### config.mk
export PLATFORM = sky130hd
export DESIGN_NAME = req_delay_line
export DESIGN_NICKNAME = d
export VERILOG_FILES = /design/src/rtl/req_delay_line.sv
export SDC_FILE = /design/constraint.sdc
export NUM_CORES = 1
export LEC_CHECK = 0
export CAP_MARGIN = 20
export CORE_ASPECT_RATIO = 0.75
export CORE_MARGIN = 1.5
export CORE_UTILIZATION = 40
export DETAILED_ROUTE_END_ITERATION = 12
export GPL_TIMING_DRIVEN = 0
export PLACE_DENSITY_LB_ADDON = 0.3
export SLEW_MARGIN = 20
export SYNTH_ARGS = -nofsm -noshare
export SYNTH_HDL_FRONTEND = slang
export SYNTH_SLANG_ARGS = --single-unit
### constraint.sdc
create_clock -name clk -period 3.35 [get_ports clk]
set_clock_uncertainty 0.2 [all_clocks]
set_input_delay 0.67 -clock clk [delete_from_list [all_inputs] [get_ports clk]]
set_output_delay 0.67 -clock clk [all_outputs]
set_load 0.02 [all_outputs]
### src/rtl/req_delay_line.sv
// req_delay_line: per-channel request delay of 1..MAX_DELAY cycles with glitch-free retargeting; define REQ_DELAY_EDGE_CNT_EN to add outR edge counters
module req_delay_line #(
    parameter int CHANNELS  = 4,
    parameter int MAX_DELAY = 8,
    parameter int DSEL_W    = 3,
    parameter int CNT_W     = 8
) (
    input  logic                       clk,
    input  logic                       rst,
    input  logic [CHANNELS-1:0]        inR,
    input  logic [DSEL_W-1:0]          dly_sel,
    output logic [CHANNELS-1:0]        outR,
    output logic [CHANNELS-1:0]        busy,
    output logic [CHANNELS*DSEL_W-1:0] tap_act
`ifdef REQ_DELAY_EDGE_CNT_EN
    ,
    output logic [CHANNELS*CNT_W-1:0]  edge_cnt
`endif
);
    localparam logic [DSEL_W-1:0] TAP_MAX = DSEL_W'(MAX_DELAY - 1);

    logic [MAX_DELAY-1:0] sr_q  [CHANNELS];
    logic [MAX_DELAY-1:0] sr_d  [CHANNELS];
    logic [DSEL_W-1:0]    tap_q [CHANNELS];
    logic [DSEL_W-1:0]    tap_d [CHANNELS];
    logic [DSEL_W-1:0]    tap_req;
    logic [CHANNELS-1:0]  commit;

    if (MAX_DELAY < 2 || (1 << DSEL_W) < MAX_DELAY || CNT_W < 1) begin : g_param_check
        $error("req_delay_line: invalid parameter combination");
    end

    always_comb begin
        tap_req = (dly_sel > TAP_MAX) ? TAP_MAX : dly_sel;
        busy    = '0;
        outR    = '0;
        tap_act = '0;
        commit  = '0;
        sr_d    = sr_q;
        tap_d   = tap_q;
        for (int c = 0; c < CHANNELS; c++) begin
            for (int k = 1; k < MAX_DELAY; k++)
                if (k <= int'(tap_q[c]) && sr_q[c][k] != sr_q[c][0]) busy[c] = 1'b1;
            outR[c]                     = sr_q[c][tap_q[c]];
            tap_act[c*DSEL_W +: DSEL_W] = tap_q[c];
            // retarget only when the active window is flat and no new edge is entering
            commit[c] = tap_req != tap_q[c] && !busy[c] && inR[c] == sr_q[c][0];
            sr_d[c]   = commit[c] ? {MAX_DELAY{sr_q[c][0]}} : {sr_q[c][MAX_DELAY-2:0], inR[c]};
            tap_d[c]  = commit[c] ? tap_req : tap_q[c];
        end
    end

    always_ff @(posedge clk) begin
        for (int c = 0; c < CHANNELS; c++) begin
            sr_q[c]  <= !rst ? '0 : sr_d[c];
            tap_q[c] <= !rst ? tap_req : tap_d[c];
        end
    end

`ifdef REQ_DELAY_EDGE_CNT_EN
    logic [CNT_W-1:0] cnt_q [CHANNELS];
    logic [CNT_W-1:0] cnt_d [CHANNELS];

    always_comb begin
        cnt_d    = cnt_q;
        edge_cnt = '0;
        for (int c = 0; c < CHANNELS; c++) begin
            cnt_d[c]                     = cnt_q[c] + CNT_W'(sr_d[c][tap_d[c]] != outR[c]);
            edge_cnt[c*CNT_W +: CNT_W]   = cnt_q[c];
        end
    end

    always_ff @(posedge clk) begin
        for (int c = 0; c < CHANNELS; c++)
            cnt_q[c] <= !rst ? '0 : cnt_d[c];
    end
`endif
endmodule

======== Word level (Yosys, flattened, before mapping) ========
Index checks and enable logic that the tools add are counted.
operators by class
  magnitude comparators ................... 33
  equality and inequality tests ........... 40
  mux-type cells .......................... 49
  reductions and logical operators ........ 40
operator list
  cell                count
  $le 3x3->1 const A  16
  $logic_and 1x1->1   36
  $mux 1              32
  $mux 8              4
  $ne 1x1->1          28
  $mux 3              9
  $le 2x3->1 const A  8
  $lt 3x4->1 const B  4
  $bmux 1 s3          4
  $le 1x3->1 const A  4
  $ne 3x3->1          4
  $ne 2x1->1 const B  4
  $eq 1x1->1          4
  $logic_not 1->1     4
  $gt 3x3->1 const B  1
storage, ports and cells
  register bits after elaboration ......... 44
  word-level logic and storage cells ...... 174

======== Depth between registers and ports, before layout ========
Gate-level depths: netlist of run 1.
  depth after elaboration ................. 14
  mapped depth ............................ 7
  depth with buffers taken out ............ 5

======== Worst setup path before layout of run 1 ========
OpenSTA, ideal clock, no wires.
  path kind ............................... register -> register
  from .................................... register tap_q, in the netlist tap_act[6]
  to ...................................... register tap_q, in the netlist tap_act[6], enable pin
  arrival ................................. 2.043 ns
  required time ........................... 2.848 ns
  slack ................................... 0.805 ns
  cell stages (with the launch flop) ...... 8
  buffers on the path ..................... 2
  cell sequence ........................... edfxtp_1 -> clkbuf_8 -> o21ai_0 -> a221oi_1 -> or4_4 -> a311o_1 -> buf_6 -> nand2_1
on the way
  longest elaborated chain between the ends .. 13
  elaborated cells on any way between the ends .. 26
  classes of those cells .................. order compare: 7; eq/ne: 2; mux: 7; reduce/logical: 10
RTL lines
  what                                RTL line  text
  start: declaration                  24        logic [DSEL_W-1:0] tap_q [CHANNELS];
  start signal: indexed assignment    56        tap_q[c] <= !rst ? tap_req : tap_d[c];
  $le 1x3->1                          43        if (k <= int'(tap_q[c]) && sr_q[c][k] != sr_q[c][0]) busy[c] = 1'b1;
  $logic_and 1x1->1                   43
  $mux 1 (6 in a row)                 43
  $mux 1 (*)                          43
  named net busy[2]                   13        output logic [CHANNELS-1:0] busy,
  $logic_not 1->1 (*)                 47        commit[c] = tap_req != tap_q[c] && !busy[c] && inR[c] == sr_q[c][0];
  $logic_and 1x1->1 (*) (2 in a row)  47
  $ne 2x1->1 (no source line) (*)     --
Mark *: on every way through the listed nets, which the timed path passes. The rest lies on a longest branch.
A chain may end at the register's enable or synchronous reset.

======== Worst setup path in the final report of run 1 ========
  from .................................... register sr_q[0] (netlist name)
  to ...................................... output port busy[3]
on the way
  longest elaborated chain between the ends .. 9
  elaborated cells on any way between the ends .. 21
  classes of those cells .................. eq/ne: 7; mux: 7; reduce/logical: 7
RTL lines
  what                              RTL line  text
  start: declaration                22        logic [MAX_DELAY-1:0] sr_q [CHANNELS];
  start signal: indexed assignment  55        sr_q[c] <= !rst ? '0 : sr_d[c];
  $ne 1x1->1                        43
  $logic_and 1x1->1                 43
  $mux 1 (6 in a row)               43
  $mux 1 (*)                        43
  end: declaration                  13
Every way passes the cells marked *; elsewhere a longest branch is shown, timed or not.

==> impl_metrics.toml, run 1 <==
[global_route]
track_usage_pct = 16.3
antenna_found_initial = 0
grt_max_degree = 14
overflow = 0
grt_pass1_wl_um = 8550
grt_pass1_vias = 1721

[run]
maxCapViolCount = 0

[power]
powerDensity_nw_per_um2 = 433
p_leak_uw = 0.00112
total_power_uw = 1260
peakVddDrop_v = 0.000274

[route]
routedWlPerCell_um = 15.0
wirelength_um = 5170
ant_nets = 0
viasPerCell = 5.42
drc = 0
first_pass_iters = 4
via_count = 1874
drt-initial-drc-count = 91

[critical_path]
arrival_ps = 2330
crit_fanout = 10
cp_cell_sequence = "clkbuf_1 -> or4_1 -> nor2_1 -> o2bb2ai_1 -> or3_1 -> dlygate4sd2_1"
crit_required_ps = 2480
crit_type = "flip-flop to output port"
setup.worst_path.start_class = "flip-flop"
cp-end-kind = "output port"
cpPeakStageDelay_ps = 560
crit_path_top_delay_cell = "or4_1"

[synth]
netlist_area_sq_um = 2500
yosys_warnings = 0
ys_seq_area_share_pct = 40.1
syn_nets = 247
avgSynthCellArea_sq_um = 10.5
synthCells = 238
synth_edf_count = 12
async_flop_share_pct = 0
synth_top_flop_cell = "dfxtp_1"
yosysUniqueCellTypes = 37
ys_ff_latch = 44

[timing]
grt_setup_unrepaired = "false"
drv_slew = 0
fmax_ghz = 0.312
period_minus_slack_ps = 3200
finalCritPeriodShare_pct = 95.6
final.setup.tns_ps = 0
worst_slew_pin_slew_ps = 683
slew_headroom_pct = 54.3
setup_viol = 0
hold_violations = 0

[floorplanning]
start_util_pct = 42.2
die_y_um = 71.4
core_sq_um = 5920
die_w_um = 94.2
die-area_sq_um = 6730
io_pins = 29
std_cell_rows = 24

[cells_and_area]
n_fill_cell = 527
multi_input_area_sq_um = 1280
n_antenna_cell = 0
fin_cells = 346
final_layout_size_suffix_gt1_share_pct = 10.1
area_delta_synth_final_pct = 16.6
seq_area_sq_um = 1000
nNetsFinal = 277

[cts]
cts.path.max_buffers = 2
cts.sink_count = 44
clock_latency_ps = 290
cts_tree = "yes"
htreeDepth = 2
cts.root.buffer_cell = "clkbuf_8"
path_clk_slew_ps = 80
numCtsBuffers = 5
post_cts_buffers = 0

[placement]
routabilityCongestion = 0.817
hpwl_um = 3780
port_buffers = 24
dp_cells = 340

[worst_hold_path]
hold_path.class = "flip-flop to flip-flop"

[run_status]
status = "completed"
placed cells by master, fill, tap and decap left out, types with 3 or more instances in the layout:
cell type / instances
dfxtp_1: 32
and2_1: 5
edfxtp_1: 12
nor2b_1: 4
o211ai_1: 4
a211o_1: 4
clkbuf_8: 8
a211oi_1: 7
nand2b_1: 9
clkbuf_1: 12
clkdlybuf4s50_1: 23
a311oi_1: 4
nand2_1: 40
mux4_2: 7
xor2_1: 11
or4_1: 4
xnor2_1: 5
nor2_1: 9
inv_1: 4
mux2i_1: 24
nand3_1: 4
o21ai_0: 7
mux2_2: 4
bufbuf_16: 3
a311o_1: 3
synthesized netlist by cell type, types with 5 or more instances:
cell | number | area share, %
nor2_1 | 9 | 1.4
o21ai_0 | 7 | 1.4
mux2i_1 | 24 | 9.6
nand2_1 | 40 | 6.0
edfxtp_1 | 12 | 14
xnor2_1 | 5 | 1.8
a211oi_1 | 7 | 2.1
nand2b_1 | 9 | 2.3
dfxtp_1 | 32 | 26
and2_1 | 5 | 1.3
xor2_1 | 11 | 3.9
mux4_2 | 7 | 6.3
clkbuf_1 | 13 | 2.0
stage by stage:
stage | hold WS, ps | instance area, sq um | util, % | worst slack (ps)
finish | 296 | 2910 | 49.2 | 148
global route | 316 | 2910 | 49.2 | 2.48
CTS | 299 | 2910 | 49.3 | 104
detailed placement | 288 | 2830 | 47.9 | 265
global placement | 276 | 2830 | 47.9 | 282
floorplan | 252 | 2500 | - | 805
area by class of cell:
class                           instances  area share, %
Buffer                                 19           6.71
Inverter                                4          0.516
Sequential cell                        44           34.4
Tap cell                               78           3.35
Timing Repair Buffer                   24           8.21
Clock buffer                            5           2.36
Multi-Input combinational cell        170           44.0
Clock inverter                          2          0.430
final timing paths:
path	to	startpoint	depth (start not counted)	slack, ps
setup / recovery	busy[3]	sr_q[0]	6	150
setup reg to reg	tap_act[9]	tap_act[11]	5	850
hold reg to reg	sr_q[30]	sr_q[29]	2	300
hold / removal	sr_q[30]	sr_q[29]	2	300
critical path, delay by kind of cell, from the launching register on:
| family | cells | cell delay [ps] |
|---|---|---|
| DFF | 1 | 310 |
| AOI/OAI and AO/OA | 1 | 100 |
| and+or+nand+nor | 3 | 1090 |
| buffers and inverters | 2 | 550 |
flip-flops by register name, indices dropped and copies added (netlist names):
name and cells:
tap_act 12, sr_q 32
where the power goes:
part	total (uW)	leakage (uW)	switching [uW]	internal (uW)
Combinational	320	0.000698	154	166
Sequential	629	0.000380	45.7	584
Clock	312	0.0000400	171	141
Total	1260	0.00112	371	891
repair_timing:
item / CTS / global route
hold buffers: 0 / 0
gates resized for setup: 1 / 0
endpoints found under the setup margin: 1 / 1
endpoints found under the hold margin: 0 / 0
per-layer routing:
layer / global-route usage [%] / share of wire (%) / vias to the layer above
met2: 23.4 / 41 / 60
met1: 24.9 / 51 / 888
li1: - / - / 922
met5: 0 / 0 / -
met3: 3.50 / 7.3 / 4
met4: 3.48 / 0.64 / 0
cell families after synthesis:
logic type	share of synthesized area [%]
muxes	18.8
xor gates and xnor gates	5.61
buffers and inverters	8.57
DFF	40.1
and+or+nand+nor	15.5
AOI/OAI and AO/OA	11.4
Note: power is estimated with default switching activity, not from simulation.
==> run 2: changes to the inputs <==
CTS_BUF_LIST = sky130_fd_sc_hd__clkbuf_8 sky130_fd_sc_hd__clkbuf_16   (was unset)
SKIP_LAST_GASP = 1   (was unset)
clock period = 3.95 ns   (was 3.35 ns; I/O delays follow)
==> impl_metrics.toml, run 2 (same netlist as run 1, synthesis figures left out) <==
[timing]
slew_headroom_pct = 54.0
worst_slew_pin_slew_ps = 688
hold_violations = 0
grt_setup_unrepaired = "false"
drv_slew = 0
period_minus_slack_ps = 3560
final.setup.tns_ps = 0
whs_ps = 298
setup_viol = 0
fmax_ghz = 0.281
finalCritPeriodShare_pct = 90.0

[cells_and_area]
final_common_cell = "nand2_1"
largest_register = "sr_q"
nNetsFinal = 278
area_delta_synth_final_pct = 16.8
largest_reg_flops = 32
n_antenna_cell = 0
final_cell_mix = "40 x nand2_1, 32 x dfxtp_1, 24 x mux2i_1, 24 x clkdlybuf4s50_1, 13 x clkbuf_1"
final_layout_size_suffix_gt1_share_pct = 10.0

[critical_path]
r2r_slack_ps = 1450
worst-path-stages = 6
rr_worst_depth = 5
cpPeakStageDelay_ps = 570
crit-reg2reg-launch = "tap_act[11]"
crit_fanout = 10
setup.worst_path.start_class = "flip-flop"
cp_cell_sequence = "clkbuf_1 -> or4_1 -> nor2_1 -> o2bb2ai_1 -> or3_1 -> clkdlybuf4s50_1"
crit_path_end = "busy[3]"
arrival_ps = 2570
crit_start = "sr_q[0]"
crit_required_ps = 2960
crit_path_top_delay_cell = "or4_1"
r2r_end = "tap_act[9]"
crit_type = "flip-flop to output port"
cp-end-kind = "output port"
cp.buffers_inverters = 2
crit_family = "simple AND/OR/NAND/NOR gates"

[cts]
cts_resized = 0
clock_latency_ps = 290
cts_tree = "yes"
htreeDepth = 2
cts.path.max_buffers = 2
post_cts_buffers = 0
path_clk_slew_ps = 80
cts.sink_count = 44
numCtsBuffers = 5
cts.root.buffer_cell = "clkbuf_8"
holdBufCountCts = 0

[power]
power_switching_share_pct = 29.4
intPower_uw = 757
total_power_uw = 1070
p_comb_share_pct = 25.6
p_leak_uw = 0.00112
p_seq_share_pct = 49.6
power.switching_uw = 315
peakVddDrop_v = 0.000232
powerDensity_nw_per_um2 = 368
clkPwrFrac_pct = 24.8

[floorplanning]
die_y_um = 71.4
io_pins = 29
start_util_pct = 42.2
std_cell_rows = 24
die-area_sq_um = 6730
core_sq_um = 5920
die_w_um = 94.2

[global_route]
grt_max_degree = 14
antenna_found_initial = 0
grt_pass1_wl_um = 8550
grt_pass1_vias = 1721
overflow = 0
track_usage_pct = 16.3

[run]
maxCapViolCount = 0

[placement]
port_buffers = 24
hpwl_um = 3780
routabilityCongestion = 0.817

[route]
wirelength_um = 5200
via_count = 1881
viasPerCell = 5.42
drc = 0
routedWlPerCell_um = 15.0
drt-initial-drc-count = 94
first_pass_iters = 6
ant_nets = 0

[worst_hold_path]
min-delay-start = "sr_q[14]"
hold_path.class = "flip-flop to flip-flop"

[run_status]
status = "completed"
## run 2: cell types whose count changed in the layout (fill, tap and decap cells not counted), sizes merged
| cell | delta |
|---|---|
| clkbuf | +1 |
| dlygate4sd2 | -1 |
| clkdlybuf4s50 | +1 |
## run 2: through the flow
| step | worst slack, ps | cells | cell area (sq um) | utilization [%] |
|---|---|---|---|---|
| 2_1_floorplan | 1320 | 238 | 2500 | - |
| 3_3_place_gp | 762 | 340 | 2830 | 47.9 |
| 3_5_place_dp | 745 | 340 | 2830 | 47.9 |
| 4_1_cts | 410 | 347 | 2920 | 49.3 |
| 5_1_grt | 328 | 347 | 2920 | 49.3 |
| 6_report | 395 | 347 | 2920 | 49.3 |
## run 2: power by group through the flow
stage | combinational [uW] | sequential (uW) | clock, uW
after floorplan | 184 | 545 | 0
after global placement | 272 | 542 | 0
after detailed placement | 275 | 543 | 0
after CTS | 277 | 532 | 277
after global routing | 298 | 538 | 291
final | 275 | 532 | 266
## run 2: final cells by class
| class | instances | area [sq um] |
|---|---|---|
| timing repair buffer | 24 | 240 |
| fill | 526 | 3000 |
| clock buffer | 5 | 68.8 |
| clock inverter | 2 | 12.5 |
| sequential | 44 | 1000 |
| inverter | 4 | 15.0 |
| tap | 78 | 97.6 |
| multi-input combinational | 170 | 1280 |
| buffer | 20 | 199 |
## run 2: worst min-delay path by stage
stage                     endpoint  slack [ps]  depth (start not counted)
after floorplan           sr_q[21]         250                          2
after global routing       sr_q[5]         320                          2
final                     sr_q[15]         300                          2
after detailed placement  sr_q[23]         290                          2
after global placement    sr_q[12]         280                          2
after CTS                 sr_q[23]         300                          2
## run 2: per-layer routing
metal	global-route usage [%]	vias to the layer above	wire, um
met5	0	-	0
met4	3.48	0	33
met3	3.50	4	259
met2	23.4	43	2140
met1	24.9	910	2780
li1	-	924	-
## run 2: tightest hold or removal path: cells and delay by family (launching register included)
kind          cells  cell delay [ps]
flops             1              340
mux               1               60
simple gates      1               60
